### src/rtl/alu_operand_stage_pkg.sv
// Shared definitions for the ALU operand stage: default sizes and the ALU opcode encoding.
package alu_operand_stage_pkg;

  localparam int unsigned DefWidth   = 8;
  localparam int unsigned DefNumRegs = 16;
  localparam int unsigned DefOpW     = 4;

  typedef enum logic [DefOpW-1:0] {
    OpLsh = 4'b0000,
    OpRsh = 4'b0001,
    OpAnd = 4'b0010,
    OpOr  = 4'b0011,
    OpGeq = 4'b1000,
    OpEq  = 4'b1001,
    OpNeg = 4'b1010,
    OpAdd = 4'b1011,
    OpNeq = 4'b1101
  } op_t;

endpackage

### src/rtl/alu_operand_stage_if.sv
// Issue, write-back and ALU-side signals of the operand stage, bundled as one interface.
interface alu_operand_stage_if
  import alu_operand_stage_pkg::*;
#(
  parameter int unsigned WIDTH    = DefWidth,
  parameter int unsigned NUM_REGS = DefNumRegs,
  parameter int unsigned OP_W     = DefOpW
);

  localparam int unsigned AddrW = $clog2(NUM_REGS);

  // Issue side (from decode)
  logic             InValid;
  logic             InReady;
  logic [OP_W-1:0]  OpIn;
  logic [AddrW-1:0] RaAddr;
  logic [AddrW-1:0] RbAddr;
  logic             ImmSel;
  logic [WIDTH-1:0] Imm;

  // Write-back side
  logic             WrEn;
  logic [AddrW-1:0] WrAddr;
  logic [WIDTH-1:0] WrData;

  // ALU side
  logic             OutValid;
  logic             OutReady;
  logic [WIDTH-1:0] InputA;
  logic [WIDTH-1:0] InputB;
  logic [OP_W-1:0]  OP;

  modport master (
    output InValid, OpIn, RaAddr, RbAddr, ImmSel, Imm,
    output WrEn, WrAddr, WrData,
    output OutReady,
    input  InReady, OutValid, InputA, InputB, OP
  );

  modport slave (
    input  InValid, OpIn, RaAddr, RbAddr, ImmSel, Imm,
    input  WrEn, WrAddr, WrData,
    input  OutReady,
    output InReady, OutValid, InputA, InputB, OP
  );

endinterface

### src/rtl/alu_operand_stage_reg_file.sv
// Architectural register file: two asynchronous read ports, one synchronous write port,
// R0 reads as zero and ignores writes.
module alu_operand_stage_reg_file
  import alu_operand_stage_pkg::*;
#(
  parameter int unsigned WIDTH    = DefWidth,
  parameter int unsigned NUM_REGS = DefNumRegs,
  localparam int unsigned AddrW   = $clog2(NUM_REGS)
) (
  input  logic             clk,
  input  logic             reset,
  input  logic             wr_en,
  input  logic [AddrW-1:0] wr_addr,
  input  logic [WIDTH-1:0] wr_data,
  input  logic [AddrW-1:0] rd_addr_a,
  output logic [WIDTH-1:0] rd_data_a,
  input  logic [AddrW-1:0] rd_addr_b,
  output logic [WIDTH-1:0] rd_data_b
);

  logic [WIDTH-1:0] regs_q [NUM_REGS];

  always_ff @(posedge clk) begin
    if (reset) begin
      for (int i = 0; i < NUM_REGS; i++) begin
        regs_q[i] <= '0;
      end
    end else if (wr_en && (wr_addr != '0)) begin
      regs_q[wr_addr] <= wr_data;
    end
  end

  // R0 is decoded to zero on read so its storage never matters.
  always_comb begin
    rd_data_a = '0;
    rd_data_b = '0;
    if (rd_addr_a != '0) rd_data_a = regs_q[rd_addr_a];
    if (rd_addr_b != '0) rd_data_b = regs_q[rd_addr_b];
  end

endmodule

### src/rtl/alu_operand_stage.sv
// Operand stage in front of the ALU: register read with write-back forwarding, optional
// immediate on B, and a single-entry valid/ready pipeline register holding InputA/InputB/OP.
module alu_operand_stage
  import alu_operand_stage_pkg::*;
#(
  parameter int unsigned WIDTH    = DefWidth,
  parameter int unsigned NUM_REGS = DefNumRegs,
  parameter int unsigned OP_W     = DefOpW,
  localparam int unsigned AddrW   = $clog2(NUM_REGS)
) (
  input logic               Clk,
  input logic               Reset,
  alu_operand_stage_if.slave bus
);

  logic [WIDTH-1:0] rd_a, rd_b;
  logic [WIDTH-1:0] src_a, src_b;
  logic             fwd_a, fwd_b;
  logic             load;

  logic             out_valid_q;
  logic [WIDTH-1:0] input_a_q, input_b_q;
  logic [OP_W-1:0]  op_q;

  alu_operand_stage_reg_file #(
    .WIDTH   (WIDTH),
    .NUM_REGS(NUM_REGS)
  ) u_reg_file (
    .clk      (Clk),
    .reset    (Reset),
    .wr_en    (bus.WrEn),
    .wr_addr  (bus.WrAddr),
    .wr_data  (bus.WrData),
    .rd_addr_a(bus.RaAddr),
    .rd_data_a(rd_a),
    .rd_addr_b(bus.RbAddr),
    .rd_data_b(rd_b)
  );

  // Forward the same-cycle write-back so a loading instruction sees the newest value.
  always_comb begin
    fwd_a = bus.WrEn && (bus.WrAddr == bus.RaAddr) && (bus.RaAddr != '0);
    fwd_b = bus.WrEn && (bus.WrAddr == bus.RbAddr) && (bus.RbAddr != '0);
    src_a = fwd_a ? bus.WrData : rd_a;
    src_b = fwd_b ? bus.WrData : rd_b;
    if (bus.ImmSel) src_b = bus.Imm;
  end

  assign bus.InReady = !out_valid_q || bus.OutReady;
  assign load        = bus.InValid && bus.InReady;

  // Held operands are snapshots: a write-back during a stall does not touch them.
  always_ff @(posedge Clk) begin
    if (Reset) begin
      out_valid_q <= 1'b0;
      input_a_q   <= '0;
      input_b_q   <= '0;
      op_q        <= '0;
    end else if (load) begin
      out_valid_q <= 1'b1;
      input_a_q   <= src_a;
      input_b_q   <= src_b;
      op_q        <= bus.OpIn;
    end else if (bus.OutReady) begin
      out_valid_q <= 1'b0;
    end
  end

  assign bus.OutValid = out_valid_q;
  assign bus.InputA   = input_a_q;
  assign bus.InputB   = input_b_q;
  assign bus.OP       = op_q;

endmodule

### src/flat_wrapper.sv
// flat-port wrapper written by rule: the top's interface ports become plain ports
module alu_operand_stage_flat import alu_operand_stage_pkg::*;
#(
  parameter int unsigned WIDTH    = DefWidth,
  parameter int unsigned NUM_REGS = DefNumRegs,
  parameter int unsigned OP_W     = DefOpW,
  localparam int unsigned AddrW   = $clog2(NUM_REGS)
)
  (Clk, Reset, bus_InValid, bus_OpIn, bus_RaAddr, bus_RbAddr, bus_ImmSel, bus_Imm, bus_WrEn, bus_WrAddr, bus_WrData, bus_OutReady, bus_InReady, bus_OutValid, bus_InputA, bus_InputB, bus_OP);
  alu_operand_stage_if #(.WIDTH(WIDTH), .NUM_REGS(NUM_REGS), .OP_W(OP_W)) bus_i ();
  input logic Clk;
  input logic Reset;
  input wire logic [$bits(bus_i.InValid)-1:0] bus_InValid;
  input wire logic [$bits(bus_i.OpIn)-1:0] bus_OpIn;
  input wire logic [$bits(bus_i.RaAddr)-1:0] bus_RaAddr;
  input wire logic [$bits(bus_i.RbAddr)-1:0] bus_RbAddr;
  input wire logic [$bits(bus_i.ImmSel)-1:0] bus_ImmSel;
  input wire logic [$bits(bus_i.Imm)-1:0] bus_Imm;
  input wire logic [$bits(bus_i.WrEn)-1:0] bus_WrEn;
  input wire logic [$bits(bus_i.WrAddr)-1:0] bus_WrAddr;
  input wire logic [$bits(bus_i.WrData)-1:0] bus_WrData;
  input wire logic [$bits(bus_i.OutReady)-1:0] bus_OutReady;
  output wire logic [$bits(bus_i.InReady)-1:0] bus_InReady;
  output wire logic [$bits(bus_i.OutValid)-1:0] bus_OutValid;
  output wire logic [$bits(bus_i.InputA)-1:0] bus_InputA;
  output wire logic [$bits(bus_i.InputB)-1:0] bus_InputB;
  output wire logic [$bits(bus_i.OP)-1:0] bus_OP;
  assign bus_i.InValid = bus_InValid;
  assign bus_i.OpIn = bus_OpIn;
  assign bus_i.RaAddr = bus_RaAddr;
  assign bus_i.RbAddr = bus_RbAddr;
  assign bus_i.ImmSel = bus_ImmSel;
  assign bus_i.Imm = bus_Imm;
  assign bus_i.WrEn = bus_WrEn;
  assign bus_i.WrAddr = bus_WrAddr;
  assign bus_i.WrData = bus_WrData;
  assign bus_i.OutReady = bus_OutReady;
  assign bus_InReady = bus_i.InReady;
  assign bus_OutValid = bus_i.OutValid;
  assign bus_InputA = bus_i.InputA;
  assign bus_InputB = bus_i.InputB;
  assign bus_OP = bus_i.OP;
  alu_operand_stage #(.WIDTH(WIDTH), .NUM_REGS(NUM_REGS), .OP_W(OP_W)) u_core (.Clk(Clk), .Reset(Reset), .bus(bus_i));
endmodule
### config.mk
export PLATFORM = sky130hd
export DESIGN_NAME = alu_operand_stage_flat
export DESIGN_NICKNAME = d
export VERILOG_FILES = /design/src/rtl/alu_operand_stage_pkg.sv /design/src/rtl/alu_operand_stage_if.sv /design/src/rtl/alu_operand_stage_reg_file.sv /design/src/rtl/alu_operand_stage.sv /design/src/flat_wrapper.sv
export SDC_FILE = /design/constraint.sdc
export NUM_CORES = 1
export LEC_CHECK = 0
export CAP_MARGIN = 20
export CORE_ASPECT_RATIO = 0.9
export CORE_MARGIN = 4
export CORE_UTILIZATION = 44
export DETAILED_ROUTE_END_ITERATION = 8
export PLACE_DENSITY = 0.61
export SLEW_MARGIN = 20
export SYNTH_ARGS = -nofsm -noshare
export SYNTH_HDL_FRONTEND = slang
export SYNTH_HIERARCHICAL = 1
export SYNTH_SLANG_ARGS = --single-unit
### constraint.sdc
create_clock -name Clk -period 3 [get_ports Clk]
set_input_delay 0.6 -clock Clk [delete_from_list [all_inputs] [get_ports Clk]]
set_output_delay 0.6 -clock Clk [all_outputs]
set_load 0.02 [all_outputs]
# [Yosys cells after proc, flatten, opt, wreduce, memory -nomap -nowiden]
# Memory sizes are Yosys's and may differ from the RTL's.
# Index checks and enable logic that the tools add are counted.
[totals] regBits=21 ramBits=128 out_inout_bits=22 word_cells=35 memories=1
[classes] n_eq_ne=2 muxes=15 reduce_logical=13
[mem_list] name="u_core.u_reg_file.regs_q" words=16 width=8 read_ports=2 rd_ports_with_merged_regs=0 wr=16 line_no="alu_operand_stage_reg_file.sv:21" source="logic [WIDTH-1:0] regs_q [NUM_REGS];"
[op_table] operator="$mux 8" count=6
[op_table] operator="$reduce_bool 4->1" count=3
[op_table] operator="$eq 4x4->1" count=2
[op_table] operator="$mux 1" count=8
[op_table] operator="$reduce_or 8->1" count=1
[op_table] operator="$logic_and 1x1->1" count=6
[op_table] operator="$mux 4" count=1
[op_table] operator="$reduce_bool 2->1" count=1
[op_table] operator="$logic_not 1->1" count=1
[op_table] operator="$logic_or 1x1->1" count=1

# [Longest topological paths before layout]
[depth] depth_word=7 mapped_depth=9 depth_no_buf=6

# [Hierarchy]
# Netlist, hierarchy kept.
[modules_own_cells] module="alu_operand_stage_reg_file" instances=1 cells_per_inst=449 area_each_um2=6677.7
[modules_own_cells] module="alu_operand_stage" instances=1 cells_per_inst=149 area_each_um2=1296.2

# [Worst setup path before layout]
# No wires, ideal clock.
[synth_timing] path_type="input -> register" startpoint="input bus_RbAddr[1]" endpoint="register u_core.input_b_q[4], in the netlist u_core/bus.InputB[4]" setup_time_ns=0.131 arrival_time_ns=2.176 required_time_ns=2.869 path_slack_ns=0.692 stages=8 n_path_buf=2 path_cell_list="buf_6 buf_6 mux4_1 a22oi_1 o31ai_1 or2_2 a221oi_1 a211oi_2"
[synth_via] elab_cells_between_ends=8
[synth_lines] item="start, declared" line_no="flat_wrapper.sv:16" source="input wire logic [$bits(bus_i.RbAddr)-1:0] bus_RbAddr;"
[synth_lines] item="$mem_v2 16x8 or $reduce_bool 4->1 (tied branches)"
[synth_lines] item="$mux 8 *" line_no="alu_operand_stage_reg_file.sv:38" source="if (rd_addr_b != '0) rd_data_b = regs_q[rd_addr_b];"
[synth_lines] item="net u_core.rd_b[4]" line_no="alu_operand_stage.sv:16" source="logic [WIDTH-1:0] rd_a, rd_b;"
[synth_lines] item="$mux 8 *" line_no="alu_operand_stage.sv:45" source="src_b = fwd_b ? bus.WrData : rd_b;"
[synth_lines] item="$mux 8 *" line_no="alu_operand_stage.sv:46" source="if (bus.ImmSel) src_b = bus.Imm;"
[synth_lines] item="end signal, assigned" line_no="alu_operand_stage.sv:62" source="input_b_q <= src_b;"
[synth_lines] item="end, declared" line_no="alu_operand_stage.sv:22" source="logic [WIDTH-1:0] input_a_q, input_b_q;"
# The timed path passes the listed nets; every way through them passes the cells marked *.
# A chain may end at the register's enable or synchronous reset.

# [Worst setup path in the final report]
[layout_timing] startpoint="input bus_RbAddr[0]" endpoint="register u_core.input_b_q[3], in the netlist u_core/bus.InputB[3]"
# Same word-level chain as after synthesis.

==> impl_metrics.py <==
metrics = {
    "timing": {
        "max_slew_margin": 0.400,
        "setup_tns_ps": 0,
        "skew_ps": 6.38,
        "fin_crit_sh": 0.893,
        "fmax_mhz": 373,
        "hold_violations": 0,
        "hold_slack_ps": 460,
        "report.final.slew_viol_count": 0,
        "period_needed_ps": 2680,
        "tightest_slew_ps": 897,
        "rsz0062_at_grt": "no",
        "finalSetupViolations": 0,
    },
    "logic_synthesis": {
        "synth_edf_count": 120,
        "async_flop_share": 0,
        "synth_seq_cells": 141,
        "netlist_area_um2": 7970,
        "synthesis.nets": 636,
        "synth_ff_type": "edfxtp_1",
        "synth_warnings": 6,
        "synth_cells": 598,
        "syn_avg_cell_area_um2": 13.3,
        "synth.distinct_cells": 46,
        "synth-seq-area-share": 0.505,
    },
    "clocking": {
        "post_cts_buffers": 0,
        "clockRootBuffer": "clkbuf_16",
        "hold_buffers": 0,
        "htree_levels": 4,
        "cts.sinks": 141,
        "cts_resized": 0,
        "clockBufferDepth": 2,
        "cts.clk_slew.worst_paths_ps": 60,
        "cts_buffers": 17,
        "cts_tree": "done",
        "insertion_delay_ps": 420,
    },
    "critical_path": {
        "worstSetupPathType": "input pin to flip-flop",
        "path_depth": 8,
        "crit_family": "compound AO/OA/AOI/OAI gates",
        "worst-endpoint-required_ps": 3300,
        "rr_worst_depth": 7,
        "timing.critical_path.mode_cell": "a221oi_1",
        "critPathMaxFanout": 22,
        "slowest_delay_ps": 610,
        "crit_chain": "clkdlybuf4s50_1 -> buf_12 -> and2b_1 -> a221oi_1 -> o31ai_1 -> or2_2 -> a221oi_1 -> a211oi_2",
        "cp_num_buf_inv": 2,
        "critPathSlowestCell": "a221oi_1",
        "setup.worst_path.start_class": "input pin",
        "critPathCaptureType": "flip-flop",
        "cp.arrival_ps": 2980,
    },
    "global_route": {
        "grt_pass1_vias": 5487,
        "grt_antenna_before_repair": 0,
        "grt_util_met3": 0.0529,
        "track_usage": 0.229,
        "gr-max-usage-layer": "met2",
        "grt.overflow.total": 0,
        "grt_pass1_wl_mm": 34.3,
        "grt.met1_usage": 0.320,
        "grtUsageMet2": 0.350,
        "grt_max_degree": 30,
    },
    "floorplan": {
        "die_h_um": 136,
        "initial_utilization": 0.450,
        "io_pins": 60,
        "die_w_um": 150,
        "core_area_um2": 17700,
        "die_area_um2": 20300,
        "rows": 46,
    },
    "worst_hold_path": {
        "min_path_cells": 2,
        "min_path_type": "flip-flop to flip-flop",
    },
    "drt": {
        "drt-initial-drc-count": 636,
        "ant_nets": 0,
        "drtPass1Iterations": 7,
        "num_vias": 5580,
        "drt-total-wl_mm": 22.8,
        "vias_per_cell": 6.06,
        "drc": 0,
        "post_drt_wl_per_cell_um": 24.7,
    },
    "place": {
        "gp_congestion": 1.04,
        "place.port_buffers": 59,
        "dp_hpwl_mm": 16.6,
    },
    "pwr": {
        "p_per_area_nw_per_um2": 535,
        "total_power_mw": 5.07,
        "switching_share": 0.259,
        "p_switching_mw": 1.31,
        "leakagePower_nw": 3.34,
        "power_frac_clock": 0.398,
        "comb_power_share": 0.143,
        "internal_power_mw": 3.76,
        "vdd_drop_max_uv": 346,
        "seqPwrFrac": 0.459,
    },
    "layout": {
        "layout.nets": 706,
        "layout-drive-gt1-share": 0.238,
        "layout_common_cells": "123 x and2_1, 120 x edfxtp_1, 57 x clkdlybuf4s50_1, 32 x mux4_2, 31 x buf_4",
        "diodes": 0,
        "syn_to_final_growth_pct": 18.9,
        "mostFrequentLayoutCell": "and2_1",
    },
    "run": {
        "cap_viol_max_count": 0,
    },
    "status": {
        "status": "finished, final reports clean",
    },
}
cell families (layout without fill, tap and decap cells):
family / Yosys count / after routing / synth area share
AND/OR/NAND/NOR: 237 / 237 / 0.180
flip-flops: 141 / 141 / 0.505
AO/OA/AOI/OAI: 93 / 93 / 0.0952
multiplexers: 77 / 77 / 0.182
buffers and inverters: 44 / 127 / 0.0323
XOR/XNOR: 6 / 6 / 0.00659
power groups by stage:
stage / Sequential [mW] / Combinational (mW) / Clock (mW)
after global routing: 2.34 / 0.770 / 2.13
after CTS: 2.32 / 0.721 / 2.05
after floorplan: 2.35 / 0.416 / 0
final: 2.33 / 0.725 / 2.02
after detailed placement: 2.36 / 0.717 / 0
after global placement: 2.36 / 0.710 / 0
worst min-delay path, stage by stage (launching register included):
cell	delay, ps
dfxtp_1	310
nand2_1	50
a21oi_1	50
area by class of cell:
type                            count  area (um^2)
Clock inverter                     12         78.8
Tap cell                          240          300
Multi-Input combinational cell    413         3690
Fill cell                        1522         8250
Sequential cell                   141         4020
Inverter                            1         3.75
Clock buffer                       20          489
Timing Repair Buffer               94          893
sequential cells by signal, summed over array words and instances (netlist names):
signal	flops
u_core/u_reg_file/regs_q	120
u_core/bus.InputA	8
u_core/bus.InputB	8
u_core/bus.OP	4
u_core/bus.OutValid	1
layer usage:
metal | wire length (um) | up-vias
met4 | 641 | 0
met3 | 1900 | 35
met5 | 0 | -
met2 | 10100 | 273
met1 | 10100 | 2808
li1 | - | 2464
final timing paths:
| kind | endpoint | startpoint | slack, ps |
|---|---|---|---|
| setup / recovery | u_core/bus.InputB[3] | bus_RbAddr[0] | 320 |
| setup reg to reg | u_core/bus.InputB[1] | u_core/u_reg_file/regs_q[7][1] | 780 |
| hold / removal | u_core/bus.OP[3] | u_core/bus.OP[3] | 460 |
| hold reg to reg | u_core/bus.OP[3] | u_core/bus.OP[3] | 460 |
cells in the mapped netlist (9+ instances only):
library cell / instances / area (um^2)
dfxtp_1: 21 / 420
mux4_2: 32 / 721
mux2_2: 14 / 158
mux2i_1: 15 / 150
edfxtp_1: 120 / 3600
buf_2: 13 / 65.1
clkbuf_1: 18 / 67.6
nor2b_1: 9 / 56.3
nand2b_1: 12 / 75.1
mux4_1: 16 / 420
nor2_1: 24 / 90.1
a211oi_1: 15 / 113
or2_2: 26 / 163
a22oi_1: 15 / 113
a221oi_1: 22 / 193
and2_1: 123 / 769
nand3_1: 9 / 45.0
nand2_1: 15 / 56.3
stage by stage:
step | util | instance area [um^2] | setup slack [ps] | std cells
2_1_floorplan | - | 7970 | 692 | 598
3_3_place_gp | 0.503 | 8910 | 7.11 | 889
3_5_place_dp | 0.503 | 8910 | -27.4 | 889
4_1_cts | 0.535 | 9480 | 406 | 921
5_1_grt | 0.535 | 9480 | 280 | 921
6_report | 0.535 | 9480 | 320 | 921
No activity file was read; power rests on OpenSTA's default activity.
